### src/rtl/inst_fetch_pkg.sv
// rtl/inst_fetch_pkg.sv - shared types, constants and helpers for the instruction-fetch stage
package inst_fetch_pkg;

  localparam int          INST_ADDR_W      = 32;
  localparam int          INST_W           = 32;
  localparam logic [31:0] RESET_PC_DEFAULT = 32'hBFC0_0000;

  // BOOT: first cycle out of reset, RUN: streaming fetch, HOLD: ID stalled, word parked in hold buffer
  typedef enum logic [1:0] {
    ST_BOOT = 2'd0,
    ST_RUN  = 2'd1,
    ST_HOLD = 2'd2
  } if_state_e;

  // Sequential next PC; 32-bit add wraps silently past 0xFFFF_FFFC
  function automatic logic [INST_ADDR_W-1:0] pc_plus4(input logic [INST_ADDR_W-1:0] pc);
    return pc + 32'd4;
  endfunction

endpackage

### src/rtl/inst_hold_buf.sv
// rtl/inst_hold_buf.sv - one-entry instruction hold buffer with capture, clear and read mux
module inst_hold_buf
  import inst_fetch_pkg::*;
(
  input  logic              clk,
  input  logic              rst,
  input  logic              capture,
  input  logic              clear,
  input  logic [INST_W-1:0] din,
  input  logic [INST_W-1:0] fallback,
  output logic              valid,
  output logic [INST_W-1:0] dout
);

  logic [INST_W-1:0] buf_q;

  // Clear wins over capture so a flush in the same cycle as a stall leaves the buffer empty
  always_ff @(posedge clk) begin
    if (rst) begin
      valid <= 1'b0;
      buf_q <= '0;
    end else if (clear) begin
      valid <= 1'b0;
    end else if (capture) begin
      valid <= 1'b1;
      buf_q <= din;
    end
  end

  // While parked, the buffered word replaces the live SRAM data
  always_comb begin
    dout = valid ? buf_q : fallback;
  end

endmodule

### src/rtl/inst_fetch.sv
// rtl/inst_fetch.sv - IF stage: PC, fetch FSM, redirect/flush handling; optional INST_ADEL_EN adds id_adel
module inst_fetch
  import inst_fetch_pkg::*;
#(
  parameter logic [31:0] RESET_PC   = RESET_PC_DEFAULT,
  parameter int          DELAY_SLOT = 1
) (
  input  logic                   clk,
  input  logic                   rst,
  input  logic                   stall,
  input  logic                   br_e,
  input  logic [INST_ADDR_W-1:0] br_addr,
  input  logic                   flush,
  input  logic [INST_ADDR_W-1:0] new_pc,
  output logic                   inst_sram_en,
  output logic [3:0]             inst_sram_wen,
  output logic [INST_ADDR_W-1:0] inst_sram_addr,
  output logic [INST_W-1:0]      inst_sram_wdata,
  input  logic [INST_W-1:0]      inst_sram_rdata,
  output logic                   id_valid,
  output logic [INST_ADDR_W-1:0] id_pc,
`ifdef INST_ADEL_EN
  output logic                   id_adel,
`endif
  output logic [INST_W-1:0]      id_inst
);

  localparam logic DS_EN = (DELAY_SLOT != 0);

  if_state_e              state_q, state_d;
  logic [INST_ADDR_W-1:0] pc_q, pc_d;
  logic [INST_ADDR_W-1:0] id_pc_q, id_pc_d;
  logic                   id_valid_q, id_valid_d;
  logic [INST_ADDR_W-1:0] pend_q, pend_d;
  logic                   pend_v_q, pend_v_d;
  logic                   hold_cap, hold_clr, hold_valid;
  logic                   advance, br_take, redirect;
  logic [INST_ADDR_W-1:0] target;
  logic [INST_W-1:0]      live_inst, held_inst;
`ifdef INST_ADEL_EN
  logic                   id_adel_q, id_adel_d;
  logic                   misaligned;
`endif

  assign inst_sram_wen   = 4'b0000;
  assign inst_sram_wdata = '0;
  assign inst_sram_addr  = pc_q;

`ifdef INST_ADEL_EN
  assign misaligned   = (pc_q[1:0] != 2'b00);
  assign inst_sram_en = !rst && !(stall && hold_valid) && !misaligned;
  assign id_adel      = id_adel_q;
`else
  assign inst_sram_en = !rst && !(stall && hold_valid);
`endif

  assign id_valid  = id_valid_q;
  assign id_pc     = id_pc_q;
  assign live_inst = id_valid_q ? inst_sram_rdata : '0;

  inst_hold_buf u_hold (
    .clk      (clk),
    .rst      (rst),
    .capture  (hold_cap),
    .clear    (hold_clr),
    .din      (inst_sram_rdata),
    .fallback (live_inst),
    .valid    (hold_valid),
    .dout     (held_inst)
  );

  // An address-error fetch is presented to ID as a nop
`ifdef INST_ADEL_EN
  assign id_inst = id_adel_q ? '0 : held_inst;
`else
  assign id_inst = held_inst;
`endif

  // Next-state / next-PC: flush beats redirect beats sequential fetch
  always_comb begin
    state_d    = state_q;
    pc_d       = pc_q;
    id_pc_d    = id_pc_q;
    id_valid_d = id_valid_q;
    pend_d     = pend_q;
    pend_v_d   = pend_v_q;
    hold_cap   = 1'b0;
    hold_clr   = 1'b0;
    advance    = 1'b0;
`ifdef INST_ADEL_EN
    id_adel_d  = id_adel_q;
`endif
    br_take    = br_e && id_valid_q;
    redirect   = br_take || pend_v_q;
    target     = br_take ? br_addr : pend_q;

    if (flush) begin
      pc_d       = new_pc;
      id_valid_d = 1'b0;
      hold_clr   = 1'b1;
      pend_v_d   = 1'b0;
      state_d    = ST_RUN;
    end else begin
      case (state_q)
        ST_BOOT: begin
          state_d = ST_RUN;
          advance = !stall;
        end
        ST_RUN: begin
          if (stall) begin
            hold_cap = 1'b1;
            state_d  = ST_HOLD;
          end else begin
            advance = 1'b1;
          end
        end
        ST_HOLD: begin
          if (!stall) begin
            advance  = 1'b1;
            hold_clr = 1'b1;
            state_d  = ST_RUN;
          end
        end
        default: state_d = ST_BOOT;
      endcase

      // A branch resolved while ID is stalled waits for the next advance; latest one wins
      if (stall && br_take) begin
        pend_d   = br_addr;
        pend_v_d = 1'b1;
      end

      if (advance) begin
        id_pc_d    = pc_q;
        id_valid_d = !(redirect && !DS_EN);
        pc_d       = redirect ? target : pc_plus4(pc_q);
        pend_v_d   = 1'b0;
`ifdef INST_ADEL_EN
        id_adel_d  = misaligned;
`endif
      end
    end
  end

  // State, PC and IF/ID register update
  always_ff @(posedge clk) begin
    if (rst) begin
      state_q    <= ST_BOOT;
      pc_q       <= RESET_PC;
      id_pc_q    <= '0;
      id_valid_q <= 1'b0;
      pend_q     <= '0;
      pend_v_q   <= 1'b0;
`ifdef INST_ADEL_EN
      id_adel_q  <= 1'b0;
`endif
    end else begin
      state_q    <= state_d;
      pc_q       <= pc_d;
      id_pc_q    <= id_pc_d;
      id_valid_q <= id_valid_d;
      pend_q     <= pend_d;
      pend_v_q   <= pend_v_d;
`ifdef INST_ADEL_EN
      id_adel_q  <= id_adel_d;
`endif
    end
  end

endmodule
### config.mk
export PLATFORM = sky130hd
export DESIGN_NAME = inst_fetch
export DESIGN_NICKNAME = d
export VERILOG_FILES = /design/src/rtl/inst_fetch_pkg.sv /design/src/rtl/inst_hold_buf.sv /design/src/rtl/inst_fetch.sv
export SDC_FILE = /design/constraint.sdc
export NUM_CORES = 1
export LEC_CHECK = 0
export ABC_AREA = 0
export BUFFER_PORTS_ARGS = -buffer_cell sky130_fd_sc_hd__buf_2
export CORE_AREA = 2 2 120 122
export DETAILED_ROUTE_END_ITERATION = 16
export DIE_AREA = 0 0 122 124
export PLACE_DENSITY = 0.87
export SLEW_MARGIN = 20
export SYNTH_ARGS = -nofsm -noshare
export SYNTH_HDL_FRONTEND = slang
export SYNTH_SLANG_ARGS = --single-unit
### constraint.sdc
create_clock -name clk -period 2.81 [get_ports clk]
set_input_delay 0.562 -clock clk [delete_from_list [all_inputs] [get_ports clk]]
set_output_delay 0.562 -clock clk [all_outputs]
set_load 0.05 [all_outputs]
## After elaboration in Yosys (flattened, before gate mapping)

Index checks and enable logic that the tools add are counted.

- Input bits: 101
- Word-level logic and storage cells: 55
- Register bits: 133
- Output and inout port bits: 134

- Bitwise gates (word level): 2
- Multiplexer cells: 18
- Equality and inequality tests: 6
- Add/sub/neg operators: 1
- Reductions and logical operators: 19

Operators by type and width:

| operator | number |
|---|---|
| $mux W32 | 6 |
| $add A32 B3 Y32 const B | 1 |
| $reduce_and A2 Y1 | 5 |
| $mux W1 | 8 |
| $ne A3 B3 Y1 const B | 2 |
| $pmux W2 S3 | 1 |
| $reduce_or A2 Y1 | 3 |
| $logic_and A1 B1 Y1 | 4 |
| $mux W2 | 2 |
| $ne A2 B2 Y1 const B | 2 |
| $logic_not A1 Y1 | 3 |
| $reduce_or A3 Y1 | 1 |
| $eq A2 B1 Y1 const B | 1 |
| $eq A2 B2 Y1 const B | 1 |
| $logic_not A2 Y1 | 1 |
| $not A1 Y1 | 2 |
| $pmux W1 S2 | 1 |
| $reduce_bool A2 Y1 | 1 |
| $logic_or A1 B1 Y1 | 1 |

## Longest topological paths before layout

- Depth in word-level cells: 6
- Mapped depth: 10
- Mapped depth without buffers: 7

## Hierarchy

Synthesis repeated with hierarchy kept, for this count alone.

- Cell total of the unflattened synthesis: 947
- Area total of the unflattened synthesis: 7412.1 µm²

Modules (own cells, without submodules):

| module | times used | seq. area each (µm²) | area each (µm²) | cells each |
|---|---|---|---|---|
| inst_fetch | 1 | 2001.9 | 5504.0 | 763 |
| inst_hold_buf | 1 | 660.6 | 1908.1 | 184 |

## Least setup slack after synthesis

Ideal clock, no wire load.

- Path kind: register to output
- Start point: register id_valid_q (netlist: id_valid)
- End point: output port id_inst[31]
- Required time: 2.248 ns
- Path buffers: 1
- Data arrival time: 2.005 ns
- Path slack: 0.243 ns
- Stages on the path, launching flop included: 4
- Path through: dfxtp_1 > buf_2 > nand2_1 > o21ai_0

- Longest elaborated chain between the ends: 2

Ends and longest elaborated chain:

| what | line | source |
|---|---|---|
| start: declaration | inst_fetch.sv:33 | `logic id_valid_q, id_valid_d;` |
| start signal: assignment | inst_fetch.sv:161 | `id_valid_q <= id_valid_d;` |
| $mux W32 | inst_fetch.sv:59 | `assign live_inst = id_valid_q ? inst_sram_rdata : '0;` |
| $mux W32 | inst_hold_buf.sv:32 | `dout = valid ? buf_q : fallback;` |
| end: declaration | inst_fetch.sv:25 | `output logic [INST_W-1:0] id_inst` |

No other way between the ends.

## Worst setup path in the final report

- Start point: register state_q[0]
- End point: register pc_q[2] (netlist: inst_sram_addr[2])

- Longest elaborated chain between the ends: 5
- Elaborated cells on any way between the ends: 7
- Classes of those cells: eq/ne: 2; mux: 2; reduce/logical: 3

Ends and longest elaborated chain:

| what | line | source |
|---|---|---|
| start: declaration | inst_fetch.sv:30 | `if_state_e state_q, state_d;` |
| start signal: assignment | inst_fetch.sv:158 | `state_q <= state_d;` |
| $eq A2 B2 Y1 or $eq A2 B1 Y1 (tied branches) | inst_fetch.sv:104 | `case (state_q)` |
| $reduce_or A2 Y1 (no source line) | n/a |  |
| $pmux W1 S2 (*) | inst_fetch.sv:104 |  |
| $mux W1 (*) | inst_fetch.sv:97 | `if (flush) begin` |
| $reduce_bool A2 Y1 (no source line) (*) | n/a |  |
| end signal: assignment | inst_fetch.sv:159 | `pc_q <= pc_d;` |
| end: declaration | inst_fetch.sv:31 | `logic [INST_ADDR_W-1:0] pc_q, pc_d;` |

Every way passes the cells marked *; elsewhere a longest branch is shown, timed or not. The select of a mux whose other input is x is not followed.
A chain may end at the register's enable or synchronous reset.

==> reports/metrics.yaml <==
critical_path.startpoint_type: "register"
area_delta_synth_final_pct: 22.8
largest_net_degree_at_the_start_of_global_routing: 43
power.share.clock_pct: 40.6
gr-usage-all-layers_pct: 26.8
most_frequently_used_cell_type_in_the_post_synthesis_netlist: "sky130_fd_sc_hd__nand2_1"
coreArea_mm2: 0.0137
register_area_mm2: 0.00266
worstPathBufferInverterCount: 1
totalNegativeSetupSlack_ns: 0
dpl_worst_slack_ns: 0.237
fp.dieH_um: 124
switching_share_pct: 31.1
layout.nets: 1191
avgSynthCellArea_um2: 7.54
clock_skew_ns: 0.00737
die_width_um: 122
routed_via_density: 5.71
tritoncts: "done"
timing.final.hold_violations: 0
hpwl_after_detailed_placement_mm: 15.2
seq_area_frac_synth_pct: 38.7
finalWirelength_mm: 20.9
dieArea_mm2: 0.0151
io_buffer_count: 198
netlist_top_cells_count: "sky130_fd_sc_hd__nand2_1 (243), sky130_fd_sc_hd__a21oi_1 (135), sky130_fd_sc_hd__dfxtp_1 (133)"
synth_top_cells_by_area: "sky130_fd_sc_hd__dfxtp_1 (39%), sky130_fd_sc_hd__nand2_1 (13%), sky130_fd_sc_hd__a21oi_1 (9.8%)"
max_slew_margin_pct: 56.6
top_level_ports: 235
initial_detailed_routing_violation_count: 713
internal_power_uw: 3610
routed-via-count: 7270
core.rowCount: 43
grt_setup_unrepaired: "false"
grt_pass1_vias: 6258
drt-pass1-iter-count: 5
synth_area_leader_cell: "sky130_fd_sc_hd__dfxtp_1"
max_freq_ghz: 0.391
final_critical_path_setup_slack_ns: 0.253
root_buffer: "sky130_fd_sc_hd__clkbuf_16"
postSynth.topFlopCell: "sky130_fd_sc_hd__dfxtp_1"
floorplan.initialDensity_pct: 50.1
run_status: "finished clean"
cts-root-to-sink-buffers: 2
crit_arrival_ns: 2.91
synth_async_sr_flop_share_pct: 0
critical_path.cell_chain: "inv_1, ha_1, or2_0, nand2_1, a211oi_1, or4_1, a21oi_1"
critical_path_peak_fanout: 15
gr-total-overflow: 0
layout-drive-gt1-share_pct: 24.7
grt_pass1_wl_mm: 31.8
worst_hold_path_type: "in -> reg"
worst_setup_hold_path_clk_slew_ns: 0.06
min_period_over_period_pct: 91.0
tightest_slew_ns: 0.646
synth_area_mm2: 0.00688
static-leakage-power_uw: 0.00360
ir_worst_vdd_v: 0.000377
final.min_clock_period_ns: 2.56
timing_max_transition_violations_final: 0
gp_routability_congestion: 0.951
synth-seq-cells: 133
p_seq_share_pct: 39.6
nFillCells: 1238
cts.sinks: 133
timing.final.setup_violations: 0
synth_top_area_share_pct: 38.7
setup.worst_path.end_class: "register"
multi_input_logic_area_mm2: 0.00375
routed_wire_length_per_instance_um: 16.4
postRouteAntennaNets: 0
antenna_found_initial: 0
slowest_cell_on_the_critical_path: "sky130_fd_sc_hd__or4_1"
antennaDiodeCount: 0
power_per_cell_area_mw_per_mm2: 621
synth-edff-count: 0
synth.lib_cells_used.distinct: 65
insertion_delay_ns: 0.43
required_ns: 3.17
worstSetupPathType: "reg -> reg"
synthCells: 912
timing.critical_path.max_delay_family: "simple AND/OR/NAND/NOR gates"
max_capacitance_violation_count: 0
drcViolationCount: 0
power.switching_uw: 1630
cts_made_buffers: 17
htree_num_levels: 4
comb_power_share_pct: 19.8
max_stage_delay_ns: 0.53
synth.yosys.warnings: 0
metal layers:
layer	vias up	share of wire, %	GRT usage, %
met5	-	0	0
met3	56	10	6.96
met4	0	2.5	11.9
li1	3491	-	-
met1	3287	41	34.3
met2	436	46	42.7
placed cells by master (no fill, tap or decap), types with 17 or more instances in the layout:
cell | Yosys | routed
sky130_fd_sc_hd__nand2_1 | 243 | 243
sky130_fd_sc_hd__buf_2 | 19 | 197
sky130_fd_sc_hd__a21oi_1 | 135 | 135
sky130_fd_sc_hd__dfxtp_1 | 133 | 133
sky130_fd_sc_hd__conb_1 | 1 | 36
sky130_fd_sc_hd__a22o_1 | 33 | 33
sky130_fd_sc_hd__nor2_1 | 32 | 32
sky130_fd_sc_hd__buf_4 | 36 | 29
sky130_fd_sc_hd__nand3_1 | 21 | 20
sky130_fd_sc_hd__and3_1 | 18 | 18
sky130_fd_sc_hd__clkbuf_16 | 0 | 17
state kept, by name (all words and copies together), names as in the netlist:
register	flops
id_pc	32
inst_sram_addr	32
pend_v_q	1
pend_q	32
id_valid	1
u_hold.buf_q	32
u_hold.valid	1
state_q	2
per-stage QoR:
stage | total power (µW) | instances | hold slack, ns | utilization, % | cell area [µm²]
finish | 5240 | 1274 | 0.386 | 61.6 | 8440
global route | 5440 | 1274 | 0.380 | 61.6 | 8440
CTS | 5260 | 1274 | 0.369 | 61.5 | 8440
detailed placement | 3130 | 1245 | 0.443 | 57.5 | 7890
global placement | 3120 | 1245 | 0.437 | 57.5 | 7890
floorplan | 2870 | 947 | 0.431 | - | 7010
cell families after synthesis:
family | Yosys count | synth area share, %
flops | 133 | 38.7
other cells | 1 | 0.0545
buf+inv | 115 | 8.75
xor+xnor | 12 | 1.53
simple gates | 375 | 24.3
fa+ha+maj | 6 | 1.09
mux | 8 | 1.20
compound gates | 262 | 24.4
cell type report:
type                       count  area share (%)
timing repair buffer         227            14.5
tap                          180            2.67
clock buffer                  24            5.70
multi-input combinational    699            44.5
sequential                   133            31.5
inverter                       6           0.267
clock inverter                 5           0.889
tightest hold or removal path, delay by kind of cell:
family	cells	cell delay (ns)
AOI/OAI and AO/OA	1	0.05
buffers and inverters	1	0.11
and+or+nand+nor	1	0.05
what timing repair did:
action / 4_1_cts / 5_1_grt
setup buffers: 0 / 0
gates resized for setup: 0 / 1
setup endpoints to repair: 0 / 1
hold buffers: 0 / 0
power groups by stage:
stage          Sequential (µW)  Combinational, µW  Clock, µW
2_1_floorplan             2290                578          0
3_3_place_gp              2110               1010          0
3_5_place_dp              2110               1020          0
4_1_cts                   2070               1030       2160
5_1_grt                   2090               1100       2250
6_report                  2080               1040       2130
worst paths after layout:
path / start / endpoint / slack [ns] / cells after the start
setup / recovery: state_q[0] / inst_sram_addr[2] / 0.25 / 7
hold reg to reg: pend_q[17] / pend_q[17] / 0.45 / 2
setup reg to reg: state_q[0] / inst_sram_addr[2] / 0.25 / 7
hold / removal: br_addr[15] / pend_q[15] / 0.39 / 3
Power figures use the tool's default switching activity.
